`src/rtl/mux_scan_pkg.sv`:
```
// ---------------------------------------------------------------------------
// mux_scan_pkg
// Shared definitions for the mux scan sequencer: channel count, select width,
// the scan FSM state type and a small channel-search helper.
// Ports: none (package).
// ---------------------------------------------------------------------------
package mux_scan_pkg;

    localparam int NUM_CH = 4;
    localparam int SEL_W  = 2;

    typedef enum logic [1:0] {
        IDLE   = 2'd0,
        SETTLE = 2'd1,
        SAMPLE = 2'd2,
        DONE   = 2'd3
    } state_t;

    // Lowest enabled channel whose index is >= from.
    // Returns {found, index}; found=0 when no such channel exists.
    function automatic logic [SEL_W:0] find_chan(input logic [NUM_CH-1:0] mask,
                                                 input logic [SEL_W:0]    from);
        logic [SEL_W:0] hit;
        hit = '0;
        // Walk downwards so the lowest qualifying index is the last one written.
        for (int i = NUM_CH - 1; i >= 0; i--) begin
            if (mask[i] && (i >= int'(from))) begin
                hit = {1'b1, SEL_W'(i)};
            end
        end
        return hit;
    endfunction

endpackage

```
`src/rtl/mux_scan_sequencer_settle_counter.sv`:
```
// ---------------------------------------------------------------------------
// settle_counter
// Counts the cycles a select value has been held. While enable is high the
// count advances once per cycle; done is high during the SETTLE_CYC-th enabled
// cycle. clear has priority and returns the count to zero.
// Ports:
//   clk    in  1  clock, rising edge
//   rst_n  in  1  asynchronous active-low reset
//   clear  in  1  synchronous clear
//   enable in  1  count this cycle
//   done   out 1  current cycle is the last settle cycle
// ---------------------------------------------------------------------------
module settle_counter #(
    parameter int SETTLE_CYC = 2
) (
    input  logic clk,
    input  logic rst_n,
    input  logic clear,
    input  logic enable,
    output logic done
);

    localparam int CNT_W = (SETTLE_CYC > 0) ? $clog2(SETTLE_CYC + 1) : 1;

    logic [CNT_W-1:0] count;

    always_ff @(posedge clk or negedge rst_n) begin
        if (!rst_n) begin
            count <= '0;
        end else if (clear) begin
            count <= '0;
        end else if (enable) begin
            count <= count + CNT_W'(1);
        end
    end

    assign done = enable && (count == CNT_W'(SETTLE_CYC - 1));

endmodule

```
`src/rtl/mux_scan_sequencer.sv`:
```
// ---------------------------------------------------------------------------
// mux_scan_sequencer
// Steps the select of a 4:1 bit mux through its channels, holds each select
// for SETTLE_CYC cycles, samples the mux output for one cycle and delivers the
// assembled 4-bit word over a valid/ready handshake.
//
// Handshake: data_valid rises when a word is ready and stays high, with
// data_out stable, until a cycle in which data_valid && data_ready are both
// high; the word is consumed at that clock edge.
//
// Optional build macro MUX_SCAN_CHAN_MASK_EN adds chan_mask: channels with a
// 0 mask bit are skipped entirely and read back as 0.
//
// Ports:
//   clk        in  1  clock, rising edge
//   rst_n      in  1  asynchronous active-low reset
//   start      in  1  begin a scan (honoured only in IDLE)
//   sel_out    out 2  mux select
//   mux_in     in  1  mux output
//   busy       out 1  high in every state except IDLE
//   data_out   out 4  assembled word, bit i sampled with sel_out = i
//   data_valid out 1  word available
//   data_ready in  1  consumer accepts the word
//   state      out 2  current FSM state (debug)
//   chan_mask  in  4  channel enable mask (MUX_SCAN_CHAN_MASK_EN only)
// ---------------------------------------------------------------------------
module mux_scan_sequencer
    import mux_scan_pkg::*;
#(
    parameter int SETTLE_CYC = 2,
    parameter bit CONTINUOUS = 1'b0
) (
    input  logic              clk,
    input  logic              rst_n,
    input  logic              start,
    output logic [SEL_W-1:0]  sel_out,
    input  logic              mux_in,
    output logic              busy,
    output logic [NUM_CH-1:0] data_out,
    output logic              data_valid,
    input  logic              data_ready,
    output state_t            state
`ifdef MUX_SCAN_CHAN_MASK_EN
    ,
    input  logic [NUM_CH-1:0] chan_mask
`endif
);

    logic [NUM_CH-1:0] shadow;
    logic [NUM_CH-1:0] sample_word;
    logic [NUM_CH-1:0] mask_q;
    logic [NUM_CH-1:0] start_mask;
    logic [SEL_W:0]    first_hit;
    logic [SEL_W:0]    restart_hit;
    logic [SEL_W:0]    next_hit;
    logic              cnt_done;

`ifdef MUX_SCAN_CHAN_MASK_EN
    assign start_mask = chan_mask;
`else
    assign start_mask = '1;
    assign mask_q     = '1;
`endif

    // Channel to begin with on a fresh start, on a continuous restart, and
    // the channel following the one being sampled now.
    assign first_hit   = find_chan(start_mask, '0);
    assign restart_hit = find_chan(mask_q, '0);
    assign next_hit    = find_chan(mask_q, {1'b0, sel_out} + (SEL_W + 1)'(1));

    // Shadow with the bit being sampled this cycle already merged in, so the
    // final SAMPLE can publish the complete word in the same edge.
    always_comb begin
        sample_word          = shadow;
        sample_word[sel_out] = mux_in;
    end

    settle_counter #(
        .SETTLE_CYC (SETTLE_CYC)
    ) u_settle_counter (
        .clk    (clk),
        .rst_n  (rst_n),
        .clear  (state != SETTLE),
        .enable (state == SETTLE),
        .done   (cnt_done)
    );

    always_ff @(posedge clk or negedge rst_n) begin
        if (!rst_n) begin
            state      <= IDLE;
            sel_out    <= '0;
            busy       <= 1'b0;
            data_out   <= '0;
            data_valid <= 1'b0;
            shadow     <= '0;
`ifdef MUX_SCAN_CHAN_MASK_EN
            mask_q     <= '0;
`endif
        end else begin
            case (state)
                IDLE: begin
                    if (start) begin
                        shadow <= '0;
                        busy   <= 1'b1;
`ifdef MUX_SCAN_CHAN_MASK_EN
                        mask_q <= start_mask;
`endif
                        if (first_hit[SEL_W]) begin
                            sel_out <= first_hit[SEL_W-1:0];
                            state   <= SETTLE;
                        end else begin
                            // Nothing enabled: publish an all-zero word at once.
                            data_out   <= '0;
                            data_valid <= 1'b1;
                            state      <= DONE;
                        end
                    end
                end
                SETTLE: begin
                    if (cnt_done) begin
                        state <= SAMPLE;
                    end
                end
                SAMPLE: begin
                    shadow <= sample_word;
                    if (next_hit[SEL_W]) begin
                        sel_out <= next_hit[SEL_W-1:0];
                        state   <= SETTLE;
                    end else begin
                        data_out   <= sample_word & mask_q;
                        data_valid <= 1'b1;
                        state      <= DONE;
                    end
                end
                DONE: begin
                    if (data_ready) begin
                        data_valid <= 1'b0;
                        if (CONTINUOUS) begin
                            shadow <= '0;
                            if (restart_hit[SEL_W]) begin
                                sel_out <= restart_hit[SEL_W-1:0];
                                state   <= SETTLE;
                            end else begin
                                // Empty mask keeps re-issuing the zero word.
                                data_out   <= '0;
                                data_valid <= 1'b1;
                            end
                        end else begin
                            sel_out <= '0;
                            busy    <= 1'b0;
                            state   <= IDLE;
                        end
                    end
                end
                default: begin
                    state <= IDLE;
                end
            endcase
        end
    end

endmodule
```
`config.mk`:
```
export PLATFORM = sky130hd
export DESIGN_NAME = mux_scan_sequencer
export DESIGN_NICKNAME = d
export VERILOG_FILES = /design/src/rtl/mux_scan_pkg.sv /design/src/rtl/mux_scan_sequencer_settle_counter.sv /design/src/rtl/mux_scan_sequencer.sv
export SDC_FILE = /design/constraint.sdc
export NUM_CORES = 1
export LEC_CHECK = 0
export ABC_CLOCK_PERIOD_IN_PS = 1700
export CORE_AREA = 3 3 46 48
export DETAILED_ROUTE_END_ITERATION = 10
export DIE_AREA = 0 0 49 51
export GPL_ROUTABILITY_DRIVEN = 0
export GPL_TIMING_DRIVEN = 0
export PLACE_DENSITY = 0.72
export SETUP_SLACK_MARGIN = 0.02
export SLEW_MARGIN = 20
export SYNTH_ARGS = -nofsm -noshare
export SYNTH_HDL_FRONTEND = slang
export SYNTH_HIERARCHICAL = 1
export SYNTH_SLANG_ARGS = --single-unit
```
`constraint.sdc`:
```
create_clock -name clk -period 1.7 [get_ports clk]
set_clock_uncertainty 0.15 [all_clocks]
set_input_delay 0.255 -clock clk [delete_from_list [all_inputs] [get_ports clk]]
set_output_delay 0.255 -clock clk [all_outputs]
set_load 0.03 [all_outputs]
```
# Word level (Yosys, flattened, before mapping)

Cells that the tools add are included.

Output and inout bits: 10
Register bits after elaboration: 16
Bits of input ports: 5
Word-level logic and storage cells: 64

Eq/ne operators: 10
Reduce and logical (&&, ||, !) cells: 14
Add/subtract/negate cells: 2
Mux-type cells: 24
$lt $le $gt $ge: 6
Bitwise operators: 1

Operators with widths:

| cell                | number |
|---|---|
| $mux 2              | 8 |
| $mux 3              | 4 |
| $ne 2x2->1 const B  | 5 |
| $reduce_and 3->1    | 3 |
| $pmux 2 s4          | 1 |
| $pmux 4 s2          | 1 |
| $reduce_bool 2->1   | 4 |
| $ge 1x3->1 const A  | 2 |
| $ge 2x3->1 const A  | 2 |
| $pmux 2 s3          | 1 |
| $bwmux 4            | 1 |
| $eq 2x1->1 const B  | 2 |
| $eq 2x2->1 const B  | 2 |
| $mux 1              | 4 |
| $mux 4              | 1 |
| $pmux 1 s2          | 2 |
| $reduce_and 2->1    | 2 |
| $reduce_and 4->1    | 1 |
| $add 2x1->3 const B | 1 |
| $lt 2x3->1 const B  | 1 |
| $reduce_bool 3->1   | 1 |
| $add 2x1->2 const B | 1 |
| $demux 1 s2         | 1 |
| $ge 2x1->1 const B  | 1 |
| 4 further kinds     | 5 |

# Longest topological paths before layout

Depth after elaboration: 8
Depth in mapped cells: 7

# By module

Netlist, hierarchy kept.

Modules (own cells, without submodules):

| module             | area an instance (um2) | sequential area each (um2) | times used | cells each |
|---|---|---|---|---|
| mux_scan_sequencer | 745.7                  | 350.3                      | 1          | 75 |
| settle_counter     | 97.6                   | 50.0                       | 1          | 9 |

# Least setup slack after synthesis

OpenSTA, ideal clock, no wires.

Kind: register -> register
Start: reg sel_out[0]
End: reg sel_out[1]
Path slack: 134 ps
Arrival time: 1295 ps
Cell stages (with the launch flop): 5
Setup time: 122 ps
Buffers on the path: 0
Cell sequence: dfrtp_1 ha_1 nor2_1 o21ai_1 a32o_1

Longest elaborated chain between the ends: 8

Ends and longest elaborated chain:

| element                                               | RTL line                  | text |
|---|---|---|
| from (decl)                                           | mux_scan_sequencer.sv:36  | `output logic [SEL_W-1:0] sel_out,` |
| from (signal assigned)                                | mux_scan_sequencer.sv:109 | `sel_out <= first_hit[SEL_W-1:0];` |
| from (signal assigned)                                | mux_scan_sequencer.sv:127 | `sel_out <= next_hit[SEL_W-1:0];` |
| from (signal assigned)                                | mux_scan_sequencer.sv:141 | `sel_out <= restart_hit[SEL_W-1:0];` |
| $add 2x1->3 *                                         | mux_scan_sequencer.sv:69  | `assign next_hit = find_chan(mask_q, {1'b0, sel_out} + (SEL_W + 1)'(1));` |
| $ge 2x3->1                                            | mux_scan_pkg.sv:27        | `if (mask[i] && (i >= int'(from))) begin` |
| $mux 3 (3 in a row)                                   | mux_scan_pkg.sv:27        |  |
| $mux 3 *                                              | mux_scan_pkg.sv:27        |  |
| $mux 2 / $ne 2x2->1 (equally long branches)           | n/a                       |  |
| $pmux 2 s3 / $reduce_and 4->1 (equally long branches) | n/a                       |  |

Mark *: on every way between the ends. The rest lies on a longest branch, timed or not. The select of a mux whose other input is x is not followed.
A chain may end at the register's enable or synchronous reset.

# Worst setup path in the final report

Start: reg sel_out[0]
End: out sel_out[0]

No word-level cell between the ends.

==> results.txt <==
----------------------------------------------------
[Worst setup path]
  Worst reg2reg endpoint ... sel_out[1]
  Buffer and inverter count on the worst path ... 1
  Critical Path Sink Type ... output pin
  Data arrival time of the critical path ... 1.18 ns
  Capture point of the worst path ... sel_out[0]
  Register-to-register setup slack ... 0.19 ns
  Category of the critical setup timing path ... flip-flop to output pin
  CP Launch Type ... flip-flop
  Path length in cells of the critical path ... 1
  Worst setup startpoint ... sel_out[0]
  Cells on worst reg2reg path ... 4
  Launch instance of the worst register-to-register path ... sel_out[0]
  Crit-path max cell delay ... 0.48 ns
  Slowest cell on the critical path ... sky130_fd_sc_hd__dfrtp_1
  Kind of cell with the highest combined delay on the critical path ... flip-flops
  Data required time at the worst endpoint ... 1.29 ns
  Critical-path cell list ... clkdlybuf4s15_1
  Maximum fanout along the worst path ... 7

[GRT]
  Final global-route overflow total ... 0
  Total track usage ... 14.1%
  Wire length of the first global-routing pass ... 2690 um
  Initial antenna violation count ... 0
  Via count of the first global-routing pass ... 614
  Pin count of the biggest net entering global routing ... 17

[Timing]
  Fraction of the cycle the final worst path needs ... 93.3%
  Transition time at the pin with the least slew margin ... 0.700 ns
  Count of final setup violators ... 0
  Final Slew Violations ... 0
  Setup repair after global routing missed its margin ... false
  Worst slack on hold paths ... 0.226 ns
  Final hold violation count ... 0
  Sum of negative setup slack ... 0 ns
  Min Tclk post-route ... 1.59 ns
  Maximum operating frequency ... 631 MHz
  Max-slew headroom ... 53.2%

[Clocking]
  Buffer cell driving the clock tree root ... sky130_fd_sc_hd__clkbuf_4
  Total CTS buffers ... 3
  Clk sink count ... 16
  Clock latency of the later-clocked register in the worst-skew pair ... 0.29 ns
  Clk buf depth ... 2
  TritonCTS clock tree ... built
  Clock transition time at the flip-flop clock pins of the worst setup and hold paths ... 0.09 ns
  Deepest level of the CTS H-tree ... 1

[Route]
  Post-DR vias/cell ... 5.06
  Total iterations of the first detailed-routing run ... 4
  Iteration-0 DRC count of the detailed router ... 3
  Drt drc ... 0
  Post-detailed-route count of antenna-violating nets ... 0
  WL/cell ... 11.8 um
  Via Count ... 643
  Detailed-route wire length ... 1500 um

[Power and ir drop]
  Relative contribution of sequential cells to total power ... 37.3%
  Internal power ... 979 uW
  Peak supply drop ... 0.000907 V
  Clock network fraction of design power ... 15.3%
  Net switching power figure ... 694 uW
  Power density of the placed cells ... 1620 nW/um^2
  Leak pwr ... 0.520 nW
  Net switching share of the total power ... 41.5%
  Portion of total power attributed to combinational logic ... 47.4%

[Cells and area]
  Share of layout cells above drive strength 1 ... 10.8%
  Final cell utilization of the core ... 59.4%
  Antenna diode count ... 0
  Final layout net count ... 114
  Design area ... 1040 um^2
  Synthesis-to-finish area growth ... 22.8%

[Synthesis]
  Ranking of synthesized cells by instance count ... 16 x sky130_fd_sc_hd__dfrtp_1, 10 x sky130_fd_sc_hd__nand2_1, 10 x sky130_fd_sc_hd__o21ai_0
  Net count after synthesis ... 95
  Warnings, synthesis ... 6
  Portion of the post-synthesis area used by sequential elements ... 47.5%
  Yosys top cell area share ... 47.5%
  Cell types occupying the most area after synthesis ... sky130_fd_sc_hd__dfrtp_1 47%, sky130_fd_sc_hd__ha_1 8.9%, sky130_fd_sc_hd__o21ai_0 5.9%
  Mean cell area of the mapped netlist ... 10.0 um^2
  Number of synthesized register bits ... 16
  Async SR Flop Fraction ... 100%
  Number of cells produced by synthesis ... 84
  Syn Std Cell Area ... 843 um^2
  Number of synthesized flops with an enable pin ... 0
  Most frequent cell after synthesis ... sky130_fd_sc_hd__dfrtp_1
  Library cell occupying the most area in the post-synthesis netlist ... sky130_fd_sc_hd__dfrtp_1
  Top FF cell, synth ... sky130_fd_sc_hd__dfrtp_1
  Count of cell types in the netlist ... 22

[Hold path]
  Hold/Removal Path Class ... input pin to asynchronous set/reset pin

[Floorplan]
  Row Count ... 15
  Die Wd ... 49 um
  Initial Utilization ... 48.3%
  Floorplan die area ... 2500 um^2
  Height of the die ... 51 um
  I/O pin cnt ... 15
  Core ar. ... 1750 um^2

[Placed design]
  Number of I/O port buffers ... 14
  Cell Area, Placed ... 1010 um^2
  DPL Wire Length ... 1110 um

[Run]
  Maxcap violations ... 0

[Run status]
  Run status ... finished, final reports clean

----------------------------------------------------
-- metrics by stage --
stage / total power, mW / worst slack, ns / instances
finish: 1.67 / 0.115 / 127
global route: 1.83 / 0.0414 / 127
CTS: 1.69 / 0.0651 / 127
detailed placement: 1.49 / 0.0780 / 123
global placement: 1.47 / 0.0675 / 123
floorplan: 1.21 / 0.134 / 84
-- cell type report --
cell class	count	area, um^2
clock buffers	4	36.3
repair buffers	14	125
well taps	25	31.3
fillers	165	709
flip-flops and latches	16	400
multi-input cells	61	408
plain buffers	2	16.3
inverters	5	18.8
-- per-layer routing --
| layer | wire (um) | vias to the layer above | global-route usage [%] | part of all wire (%) |
|---|---|---|---|---|
| met4 | 9 | 0 | 4.27 | 0.60 |
| met2 | 672 | 18 | 22.4 | 45 |
| met5 | 0 | - | 0 | 0 |
| met1 | 722 | 293 | 17.5 | 48 |
| met3 | 91 | 2 | 5.83 | 6.1 |
| li1 | - | 330 | - | - |
-- worst min-delay path by stage --
stage                   to  slack, ns  cells after the start   startpoint
6_report       data_out[3]       0.23                      1        rst_n
5_1_grt        data_out[3]       0.28                      1        rst_n
3_3_place_gp   data_out[3]       0.31                      2  data_out[3]
4_1_cts         sel_out[1]       0.26                      1        rst_n
2_1_floorplan         busy      -0.19                      0        rst_n
3_5_place_dp   data_out[3]       0.32                      2  data_out[3]
-- power groups by stage --
stage | clock network, mW | logic [mW] | registers (mW)
3_5_place_dp | 0 | 0.855 | 0.635
5_1_grt | 0.286 | 0.894 | 0.648
3_3_place_gp | 0 | 0.843 | 0.631
2_1_floorplan | 0 | 0.446 | 0.768
6_report | 0.255 | 0.794 | 0.625
4_1_cts | 0.264 | 0.805 | 0.626
-- placed cells by master, fill, tap and decap left out, drive strengths merged --
cell type,instances
buf,2
clkdlybuf4s15,1
o21ai,11
nor3b,2
nor2b,5
nand2b,1
inv,5
a21o,4
nand3b,3
a22o,4
a32o,1
xnor2,1
and2,2
ha,6
nor2,3
dfrtp,16
a21oi,6
nand2,10
a211oi,1
clkdlybuf4s50,4
clkbuf,5
a31o,1
dlygate4sd2,8
-- repair_timing --
item / 4_1_cts / 5_1_grt
hold buffers: 0 / 0
endpoints found under the setup margin: 10 / 2
gates resized for setup: 10 / 3
buffers inserted: 0 / 0
-- cells by family (layout without fill, tap and decap cells) --
| kind of cell | after synthesis | after routing | share of synthesized area (%) |
|---|---|---|---|
| AND/OR/NAND/NOR | 26 | 26 | 17.5 |
| buffers and inverters | 7 | 25 | 4.15 |
| XOR/XNOR | 1 | 1 | 1.04 |
| flip-flops | 16 | 16 | 47.5 |
| adder cells (fa/ha/maj) | 6 | 6 | 8.90 |
| AO/OA/AOI/OAI | 28 | 28 | 20.9 |
-- flip-flops by register name, summed over array words and instances (netlist names) --
signal                  flops
state                       2
data_out                    4
data_valid                  1
shadow                      4
busy                        1
u_settle_counter/count      2
sel_out                     2
(Power assumes the default switching activity.)
